### config.mk
export PLATFORM = sky130hd
export DESIGN_NAME = uart_tx
export DESIGN_NICKNAME = d
export VERILOG_FILES = /design/src/rtl/uart_tx.sv
export SDC_FILE = /design/constraint.sdc
export NUM_CORES = 1
export LEC_CHECK = 0
export ABC_AREA = 1
export ABC_CLOCK_PERIOD_IN_PS = 3400
export CORE_MARGIN = 5
export CORE_UTILIZATION = 45
export CTS_CLUSTER_DIAMETER = 80
export DETAILED_ROUTE_END_ITERATION = 16
export GPL_ROUTABILITY_DRIVEN = 0
export SLEW_MARGIN = 20
export SYNTH_ARGS = -nofsm -noshare
export SYNTH_HDL_FRONTEND = slang
export SYNTH_SLANG_ARGS = --single-unit
### constraint.sdc
create_clock -name clk -period 3.4 [get_ports clk]
set_clock_uncertainty 0.2 [all_clocks]
set_input_delay 0.68 -clock clk [delete_from_list [all_inputs] [get_ports clk]]
set_output_delay 0.68 -clock clk [all_outputs]
set_load 0.005 [all_outputs]
### src/rtl/uart_tx.sv
// Buffered 8N1 UART transmitter: a valid/ready FIFO feeds a start/data/stop serialiser.
// Define UART_TX_PARITY_EN to insert an even-parity bit between bit 7 and stop (8E1).
module uart_tx #(
  parameter int CLKS_PER_BIT = 868,
  parameter int DEPTH        = 16
) (
  input  logic                       clk,
  input  logic                       reset,
  input  logic [7:0]                 tx_data,
  input  logic                       tx_valid,
  output logic                       tx_ready,
  output logic                       tx,
  output logic                       tx_busy,
  output logic [$clog2(DEPTH+1)-1:0] tx_count
);

  localparam int AW = $clog2(DEPTH);
  localparam int CW = $clog2(DEPTH + 1);
  localparam int BW = (CLKS_PER_BIT > 1) ? $clog2(CLKS_PER_BIT) : 1;

`ifdef UART_TX_PARITY_EN
  typedef enum logic [2:0] {
    S_IDLE   = 3'd0,
    S_START  = 3'd1,
    S_DATA   = 3'd2,
    S_PARITY = 3'd3,
    S_STOP   = 3'd4
  } state_t;
`else
  typedef enum logic [2:0] {
    S_IDLE  = 3'd0,
    S_START = 3'd1,
    S_DATA  = 3'd2,
    S_STOP  = 3'd4
  } state_t;
`endif

  function automatic logic even_parity(input logic [7:0] d);
    return ^d;
  endfunction

  logic [7:0]    r_mem [DEPTH];
  logic [AW-1:0] r_wr_ptr;
  logic [AW-1:0] r_rd_ptr;
  logic [CW-1:0] r_count;
  state_t        r_state;
  logic [BW-1:0] r_baud;
  logic [2:0]    r_bit_idx;
  logic [7:0]    r_shift;
  logic          r_tx;
`ifdef UART_TX_PARITY_EN
  logic          r_parity;
`endif

  logic w_push;
  logic w_pop;
  logic w_bit_end;
  logic w_fifo_nempty;

  assign tx_ready      = (r_count != CW'(DEPTH));
  assign w_push        = tx_valid && tx_ready;
  assign w_fifo_nempty = (r_count != CW'(0));
  assign w_bit_end     = (r_baud == BW'(CLKS_PER_BIT - 1));
  // The FSM takes the FIFO head either from idle or on the last stop-bit cycle.
  assign w_pop         = w_fifo_nempty &&
                         ((r_state == S_IDLE) || ((r_state == S_STOP) && w_bit_end));

  assign tx       = r_tx;
  assign tx_count = r_count;
  assign tx_busy  = (r_state != S_IDLE) || w_fifo_nempty;

  always_ff @(posedge clk) begin
    if (w_push) begin
      r_mem[r_wr_ptr] <= tx_data;
    end
  end

  always_ff @(posedge clk or negedge reset) begin
    if (!reset) begin
      r_wr_ptr <= AW'(0);
      r_rd_ptr <= AW'(0);
      r_count  <= CW'(0);
    end else begin
      if (w_push) begin
        r_wr_ptr <= r_wr_ptr + AW'(1);
      end
      if (w_pop) begin
        r_rd_ptr <= r_rd_ptr + AW'(1);
      end
      case ({w_push, w_pop})
        2'b10:   r_count <= r_count + CW'(1);
        2'b01:   r_count <= r_count - CW'(1);
        default: r_count <= r_count;
      endcase
    end
  end

  always_ff @(posedge clk or negedge reset) begin
    if (!reset) begin
      r_state   <= S_IDLE;
      r_baud    <= BW'(0);
      r_bit_idx <= 3'd0;
      r_shift   <= 8'h00;
      r_tx      <= 1'b1;
`ifdef UART_TX_PARITY_EN
      r_parity  <= 1'b0;
`endif
    end else begin
      case (r_state)
        S_IDLE: begin
          r_tx      <= 1'b1;
          r_baud    <= BW'(0);
          r_bit_idx <= 3'd0;
          if (w_pop) begin
            r_shift <= r_mem[r_rd_ptr];
`ifdef UART_TX_PARITY_EN
            r_parity <= even_parity(r_mem[r_rd_ptr]);
`endif
            r_tx    <= 1'b0;
            r_state <= S_START;
          end
        end
        S_START: begin
          if (w_bit_end) begin
            r_baud    <= BW'(0);
            r_bit_idx <= 3'd0;
            r_tx      <= r_shift[0];
            r_state   <= S_DATA;
          end else begin
            r_baud <= r_baud + BW'(1);
          end
        end
        S_DATA: begin
          if (w_bit_end) begin
            r_baud <= BW'(0);
            if (r_bit_idx == 3'd7) begin
`ifdef UART_TX_PARITY_EN
              r_tx    <= r_parity;
              r_state <= S_PARITY;
`else
              r_tx    <= 1'b1;
              r_state <= S_STOP;
`endif
            end else begin
              r_shift   <= r_shift >> 1;
              r_tx      <= r_shift[1];
              r_bit_idx <= r_bit_idx + 3'd1;
            end
          end else begin
            r_baud <= r_baud + BW'(1);
          end
        end
`ifdef UART_TX_PARITY_EN
        S_PARITY: begin
          if (w_bit_end) begin
            r_baud  <= BW'(0);
            r_tx    <= 1'b1;
            r_state <= S_STOP;
          end else begin
            r_baud <= r_baud + BW'(1);
          end
        end
`endif
        S_STOP: begin
          if (w_bit_end) begin
            r_baud <= BW'(0);
            // Chain straight into the next start bit when more data is queued.
            if (w_pop) begin
              r_shift <= r_mem[r_rd_ptr];
`ifdef UART_TX_PARITY_EN
              r_parity <= even_parity(r_mem[r_rd_ptr]);
`endif
              r_tx    <= 1'b0;
              r_state <= S_START;
            end else begin
              r_tx    <= 1'b1;
              r_state <= S_IDLE;
            end
          end else begin
            r_baud <= r_baud + BW'(1);
          end
        end
        default: begin
          r_tx    <= 1'b1;
          r_baud  <= BW'(0);
          r_state <= S_IDLE;
        end
      endcase
    end
  end

endmodule

Word-level counts from Yosys, hierarchy flattened. Memory sizes are Yosys's and may differ from the RTL's. Index checks and enable logic that the tools add are counted. Widths: inputs -> output; s select.

Flip-flop bits (word level): 38. Bits in latches: 0. Bits in writable memories: 128. ROM bits: 0. Bits of input ports: 11. Output and inout port bits: 8. Logic and storage cells: 72. Memories: 1.

Add/subtract/negate cells: 6. Multiply operators: 0. Div/mod/pow operators: 0. Magnitude comparators: 0. Equality and inequality tests: 14. Shift-type cells: 0. Multiplexer cells: 27. Bitwise logic cells: 0. Reductions and logical operators: 16.

Memories: r_mem (words 16, bits a word 8, read ports 1, clocked after memory_dff 0, wr ports 1, RTL line 42) `logic [7:0] r_mem [DEPTH];`.

Operators with widths (count): $mux 8 (4); $mux 3 (8); $pmux 8 s3 (1); $mux 10 (2); $ne 2x2->1 const B (6); $pmux 3 s4 (1); $add 10x1->10 const B (1); $eq 10x10->1 const B (1); $pmux 5 s2 (1); $pmux 3 s3 (1); $reduce_bool 3->1 (3); $add 4x1->4 const B (2); $mux 1 (8); $reduce_and 4->1 (2); $eq 3x3->1 const B (2); $add 5x1->5 const B (1); $ne 5x5->1 const B (1); $reduce_and 5->1 (1); $reduce_bool 5->1 (1); $sub 5x1->5 const B (1); $pmux 1 s4 (1); $add 3x1->3 const B (1); $eq 3x1->1 const B (1); $eq 3x2->1 const B (1); other kinds (8) (11).

Depth between registers and ports, before layout. Gate-level depths: netlist of run 1.

Depth in word-level cells: 7. Gate-level depth with buffers: 17. Depth with buffers taken out: 17.

Worst setup path before layout of run 1. Ideal clock, no wire load.

Path type: register -> register. Start point: register r_baud[0]. End point: register r_count[4], in the netlist tx_count[4]. Setup time: 0.117 ns. Data arrival time: 2.254 ns. Data required time: 3.083 ns. Path slack: 0.830 ns. Cell stages (with the launch flop): 16. Path buffers: 0. Clock period less this slack: 2.570 ns. Path through: dfrtp_1 > ha_1 > nor3b_2 > nand2_2 > a21oi_4 > ha_1 > xor2_1 > ha_1 > inv_1 > nand2_1 > and3_1 > nor2_1 > nand2_1 > nand2_1 > nand2_1 > nand2_1.

Word-level cells in the longest chain between the ends: 6. Elaborated cells between the ends (all ways): 8. Classes of those cells: 3 x eq/ne; 1 x mux; 4 x reduce/logical.

Ends and longest elaborated chain: start, declared (RTL line 47) `logic [BW-1:0] r_baud;`; start signal, assigned (RTL line 130) `r_baud <= r_baud + BW'(1);`; start signal, assigned (RTL line 150) `r_baud <= r_baud + BW'(1);`; start signal, assigned (RTL line 180) `r_baud <= r_baud + BW'(1);`; $eq 10x10->1 (*) (RTL line 63) `assign w_bit_end = (r_baud == BW'(CLKS_PER_BIT - 1));`; $logic_and 1x1->1 (*) (RTL line 66) `((r_state == S_IDLE) || ((r_state == S_STOP) && w_bit_end));`; $logic_or 1x1->1 (*) (RTL line 66); $logic_and 1x1->1 (*) (RTL line 65) `assign w_pop = w_fifo_nempty &&`; named net w_pop (RTL line 56) `logic w_pop;`; $eq 2x1->1 or $eq 2x2->1 (tied branches) (RTL line 90) `case ({w_push, w_pop})`; $pmux 5 s2 or $reduce_bool 2->1 (tied branches); end signal, assigned (RTL line 91) `2'b10: r_count <= r_count + CW'(1);`; end signal, assigned (RTL line 92) `2'b01: r_count <= r_count - CW'(1);`; end signal, assigned (RTL line 93) `default: r_count <= r_count;`; end, declared (RTL line 45) `logic [CW-1:0] r_count;`.

The timed path passes the listed nets; every way through them passes the cells marked *. A chain may end at the register's enable or synchronous reset.

Worst setup path in the final report of run 1. Same ends and word-level chain as after synthesis.

==> results of run 1 <==
sequential cells by signal, indices dropped and copies added, names as in the netlist:
signal and count:
r_baud 10, r_bit_idx 3, r_mem 128, r_rd_ptr 4, r_shift 8, r_state 3, r_wr_ptr 4, tx 1
tx_count 5
worst max-delay path by stage:
| stage | endpoint | slack, ns | depth (start not counted) |
|---|---|---|---|
| 2_1_floorplan | tx_count[4]$_DFFE_PN0P_ | 0.83 | 15 |
| 5_1_grt | tx_count[4]$_DFFE_PN0P_ | 0.24 | 15 |
| 6_report | tx_count[4]$_DFFE_PN0P_ | 0.44 | 15 |
| 4_1_cts | tx_count[4]$_DFFE_PN0P_ | 0.44 | 15 |
| 3_5_place_dp | tx_count[4]$_DFFE_PN0P_ | 0.49 | 12 |
| 3_3_place_gp | tx_count[4]$_DFFE_PN0P_ | 0.56 | 12 |
Yosys cell counts (all sizes together) (2+ instances only):
| library cell | instances | area, µm² |
|---|---|---|
| o21ai | 17 | 88.8 |
| nor3 | 2 | 10.0 |
| edfxtp | 128 | 3840 |
| nand3 | 97 | 518 |
| xnor2 | 2 | 17.5 |
| inv | 123 | 462 |
| nand2 | 225 | 872 |
| ha | 12 | 150 |
| dfrtp | 37 | 926 |
| nand4 | 5 | 31.3 |
| o21bai | 2 | 15.0 |
| buf | 22 | 108 |
| nor2 | 57 | 224 |
| a21oi | 20 | 111 |
| xor2 | 13 | 114 |
| o211ai | 3 | 22.5 |
| clkbuf | 4 | 15.0 |
worst register-to-register path, stage by stage (launching register included):
cell and delay (ns):
sky130_fd_sc_hd__dfrtp_1 0.42, sky130_fd_sc_hd__ha_1 0.21, sky130_fd_sc_hd__nor3b_2 0.28, sky130_fd_sc_hd__nand2_2 0.20, sky130_fd_sc_hd__a21oi_4 0.28, sky130_fd_sc_hd__ha_1 0.27, sky130_fd_sc_hd__xor2_1 0.23, sky130_fd_sc_hd__ha_1 0.18
sky130_fd_sc_hd__inv_1 0.04, sky130_fd_sc_hd__nand2_1 0.09, sky130_fd_sc_hd__and3_1 0.19, sky130_fd_sc_hd__nor2_1 0.05, sky130_fd_sc_hd__nand2_1 0.07, sky130_fd_sc_hd__nand2_1 0.05, sky130_fd_sc_hd__nand2_1 0.06, sky130_fd_sc_hd__nand2_1 0.05
final cells by class:
type                            instances  area, µm²  area share (%)
Sequential cell                       166       4800            56.0
Multi-Input combinational cell        462       2230            26.0
Inverter                              124        465            5.43
Clock buffer                           17        425            4.96
Tap cell                              220        275            3.21
Timing Repair Buffer                   23        213            2.48
Clock inverter                         15        168            1.96
per-stage QoR:
stage                     util, %  cells
after detailed placement     48.1    995
after global routing         51.7   1027
final                        51.7   1027
after global placement       48.1    995
after CTS                    51.7   1027
after floorplan                 -    778
cells by family (layout without fill, tap and decap cells):
family / after synthesis / in the layout / share of synthesized area, %
flip-flops: 166 / 166 / 63.0
AO/OA/AOI/OAI: 46 / 46 / 3.50
buffers and inverters: 150 / 179 / 7.72
XOR/XNOR: 15 / 15 / 1.73
AND/OR/NAND/NOR: 389 / 389 / 22.1
adder cells (fa/ha/maj): 12 / 12 / 1.97
power by group through the flow:
| stage | registers (µW) | logic [µW] | clock network, µW |
|---|---|---|---|
| final | 2510 | 567 | 1900 |
| after global routing | 2520 | 644 | 2020 |
| after CTS | 2500 | 570 | 1930 |
| after detailed placement | 2550 | 566 | 0 |
| after global placement | 2540 | 556 | 0 |
| after floorplan | 2520 | 330 | 0 |
per-layer routing:
layer	wire, µm	vias to the layer above	GRT usage, %
li1	-	2539	-
met1	7150	2523	23.6
met2	8320	182	30.1
met3	1130	21	3.61
met4	332	0	5.71
met5	0	-	0
==> metrics.cfg, run 1 <==
[status]
status = complete, no violations

[synthesis]
ys_dominant_reg_cell = sky130_fd_sc_hd__edfxtp_1
register_area_share_after_synthesis_pct = 63.0
syn-mean-instance-area_um2 = 9.79
synth_warnings = 0
ys_types = 36
number_of_flops_mapped_to_enable_cells_by_yosys = 128
synthesis.instances = 778
async_reset_ff_share_pct = 22.9
syn-cell-area_mm2 = 0.00761
ys_seq_elements = 166
syn-num-nets = 801

[floorplanning]
floorplan.die.height_um = 140
coreArea_mm2 = 0.0166
boundaryPins = 19
placementRows = 47
horizontal_extent_of_the_die_um = 140
floorplan.initialDensity_pct = 45.9
design.die.area_mm2 = 0.0196

[timing]
max_freq_mhz = 338
measured_slew_at_the_worst_slew_check_pin_ns = 1.11
setup_slack_ns = 0.441
worst_slew_margin_rel_pct = 25.9
tns_ns = 0
min_period_ns = 2.96
maxSlewViolCount = 0
finalSetupViolCount = 0
hold_ws_ns = 0.169
layout_worst_path_cycle_share_pct = 87.0
rsz_0062_raised_after_global_routing = no
report.final.hold_viol_count = 0

[final_layout]
antenna_diode_count = 0
most_frequent_standard_cell_in_the_layout_excluding_fill_and_tap_cells = sky130_fd_sc_hd__nand2_1
drive_above_1_share_pct = 7.56
fillCellCount = 1536
mostFrequentLayoutCells = sky130_fd_sc_hd__nand2_1 (220), sky130_fd_sc_hd__edfxtp_1 (128), sky130_fd_sc_hd__inv_1 (119)
synthToLayoutAreaGrowth_pct = 12.6
final_area_mm2 = 0.00857
finish.net_count = 817

[drt]
drt-initial-drc-count = 488
num_vias = 5265
ant_nets = 0
detailedRoute.firstPassIterationCount = 6
post-route-drc-count = 0
wirelength_um = 16900
routed_via_density = 5.13
route.detailed.wl_per_inst_um = 16.5

[worst_setup_path]
path_class = reg -> reg
startpoint_type = flop
critPathTopFamily = simple AND/OR/NAND/NOR gates
slowest_stage = sky130_fd_sc_hd__dfrtp_1
cp-startpoint = r_baud[0]$_DFF_PN0_
r2r_setup_slack_ns = 0.44
worstRegToRegCells = 15
critical_path.reg2reg.endpoint = tx_count[4]$_DFFE_PN0P_
rr_startpoint = r_baud[0]$_DFF_PN0_
worst-endpoint-arrival_ns = 3.08
crit_path_end_kind = flop
timing.critical_path.mode_cell = sky130_fd_sc_hd__nand2_1
cp_num_buf_inv = 1
crit_chain = ha_1 -> nor3b_2 -> nand2_2 -> a21oi_4 -> ha_1 -> xor2_1 -> ha_1 -> inv_1 -> nand2_1 -> and3_1 -> nor2_1 -> nand2_1 -> nand2_1 -> nand2_1 -> nand2_1
critical_path_required_ns = 3.52
cp_slowest_stage_delay_ns = 0.42
critPathMaxFanout = 8

[pwr]
clock_power_share_pct = 38.2
power.net_switching_uw = 1380
worst_ir_drop_vdd_mv = 0.402
combPwrFrac_pct = 11.4
p_leak_uw = 0.00377
internal-power_uw = 3590
p_seq_share_pct = 50.4
power_per_cell_area_mw_per_mm2 = 580
switching_share_pct = 27.8
p_total_uw = 4970

[clocking]
cts_hold_buf = 0
cts_resized = 0
root_buffer = sky130_fd_sc_hd__clkbuf_16
cts.clk_slew.worst_paths_ns = 0.07
post_cts_buffers = 0
cts_made_buffers = 17
cts_tree = done
cts.path.max_buffers = 2
clk_latency_ns = 0.43
cts_max_level = 4
clock_sink_count = 166

[placed_design]
dp.final_hpwl_um = 10900
numPortBuffers = 18
placement.cell_area_mm2 = 0.00798
dpl_worst_slack_ns = 0.490

[global_routing]
grt_use_total_pct = 17.9
grt.overflow.total = 0
grt_start_max_net_pins = 67
first_global_vias = 5201
antenna_found_initial = 0
global_route_wire_length_before_repair_um = 27500

[job]
drv_cap = 0

[min_path]
hold_path_class = in -> async

(Power assumes the default switching activity.)
==> run 2: changes to the inputs <==
- SKIP_CTS_REPAIR_TIMING: not set -> 1
==> results of run 2 <==
Same layout as run 1: the final DEF is identical, and so are final timing and power.
==> run 3: changes to the inputs <==
- CTS_CLUSTER_SIZE: not set -> 10
==> results of run 3 <==
Same layout as run 1: the final DEF is identical, and so are final timing and power.
==> RTL edit (flow settings as in run 2) <==
Build with the macro `UART_TX_PARITY_EN` defined.
--- a/src/rtl/uart_tx.sv
+++ b/src/rtl/uart_tx.sv
@@ -1,5 +1,7 @@
 // Buffered 8N1 UART transmitter: a valid/ready FIFO feeds a start/data/stop serialiser.
 // Define UART_TX_PARITY_EN to insert an even-parity bit between bit 7 and stop (8E1).
+`define UART_TX_PARITY_EN
+
 module uart_tx #(
   parameter int CLKS_PER_BIT = 868,
   parameter int DEPTH        = 16
Check against the original RTL: no difference found for any inputs over 10 cycles, from zero or initial values and one cycle with reset low; that may be too few to reach the edited logic, so the function may still have changed.
==> RTL edit against run 2 <==
Wire length shrank 4.9%. Register-to-register slack lost 0.06 ns. Sequential cell count rose by 1. Final area down 0.38%. Sequential share of layout area increased by 0.51 points. Worst setup slack got worse by 0.12 ns. Utilization is 0.38 points lower. Synthesized area grew 0.49%. Total power shrank 2.3%.
==> RTL edit: results (changes against run 2) <==
Finish
  • Nets@finish: 810 (-0.86%)
  • # fillers: 1475 (-4.0%)
  • Proportion of layout cells with a drive suffix above 1: 7.50% (-0.059 points)

Yosys
  • Seq/Total Area, Yosys: 63.0% (about the same)
  • Ys async rst share: 23.4% (+0.46 points)
  • Synth top area cells: edfxtp_1 (50%), dfrtp_1 (12%), nand2_1 (11%)
  • Post-synth top cells: nand2_1 (228), edfxtp_1 (128), inv_1 (78), nand3_1 (78), nor2_1 (69)
  • Syn Nets: 786 (-1.9%)

Routing
  • Drt first pass iters: 5 (-1)
  • Post-Route WL: 16100 um (-4.9%)
  • Vias per cell: 5.03 (-1.8%)

Worst setup path
  • Critical Path End: tx_busy
  • Arrival time worst endpoint: 2.20 ns (-0.88 ns)
  • Reg2Reg Depth: 17 (+2)
  • Worst reg-to-reg setup slack: 0.38 ns (-0.06 ns)
  • Crit-path max FO: 6 (-2)
  • Worst Setup SP: tx_count[1]

GRT
  • Vias in the first global route: 5093 (-2.1%)
  • Met1 Usage GRT: 21.2% (-2.4 points)
  • GRT met2 Usage: 28.9% (-1.2 points)
  • Routing usage on met3: 3.41% (-0.20 points)

Status
  • Status: finished clean

Power
  • LEAKAGE: 3.60 nW (-4.4%)
  • Clock Power Share: 36.3% (-1.9 points)
  • Psw: 1.24 mW (-10%)
  • VDD IR-drop max: 0.000347 V (-14%)

Placement
  • Detailed placer's ending HPWL: 10300 um (-6.3%)

Timing
  • Slew @ Worst Pin: 0.924 ns (-0.187 ns)
## RTL edit: worst register-to-register path: cells and delay by family (launching register included)
kind	cells	cell delay (ns)
flops	1	0.37
buf+inv	3	0.26
fa+ha+maj	3	0.64
compound gates	5	0.68
simple gates	4	0.51
xor+xnor	2	0.24
## RTL edit: worst min path at each step
stage / end / depth (start not counted) / start / slack, ns
2_1_floorplan: r_baud[0] / 0 / reset / 0.18
3_3_place_gp: r_baud[0] / 1 / r_baud[0] / 0.24
3_5_place_dp: r_baud[0] / 1 / r_baud[0] / 0.26
4_1_cts: r_shift[6] / 1 / reset / 0.22
5_1_grt: r_baud[7] / 1 / reset / 0.28
6_report: r_shift[6] / 1 / reset / 0.20
## RTL edit: layer usage
metal  vias to the layer above  share of wire [%]
met5                         -                  0
met4                         0                2.4
met3                        27                3.6
met2                       103                 51
met1                      2441                 43
li1                       2562                  -
## RTL edit: logic make-up after synthesis
group	synth area share [%]
XOR/XNOR	1.72
multiplexers	0.131
flip-flops	63.0
buffers and inverters	7.03
AO/OA/AOI/OAI	4.50
AND/OR/NAND/NOR	21.7
adder cells (fa/ha/maj)	1.96
## RTL edit: cell type report
type | count | area, um2 | area share [%]
sequential | 167 | 4820 | 56.5
multi-input combinational | 485 | 2300 | 26.9
clock buffer | 18 | 429 | 5.02
inverter | 84 | 315 | 3.69
timing repair buffer | 32 | 293 | 3.43
tap | 220 | 275 | 3.22
clock inverter | 14 | 109 | 1.27
## RTL edit: stage by stage
stage                     instances  hold WS [ns]  cell area (um2)  setup WS [ns]
after global routing           1020         0.282             8540         0.0238
after floorplan                 763         0.184             7650          0.583
after global placement          988         0.245             8000          0.323
final                          1020         0.204             8540          0.321
after CTS                      1020         0.220             8540          0.307
after detailed placement        988         0.257             8000          0.267
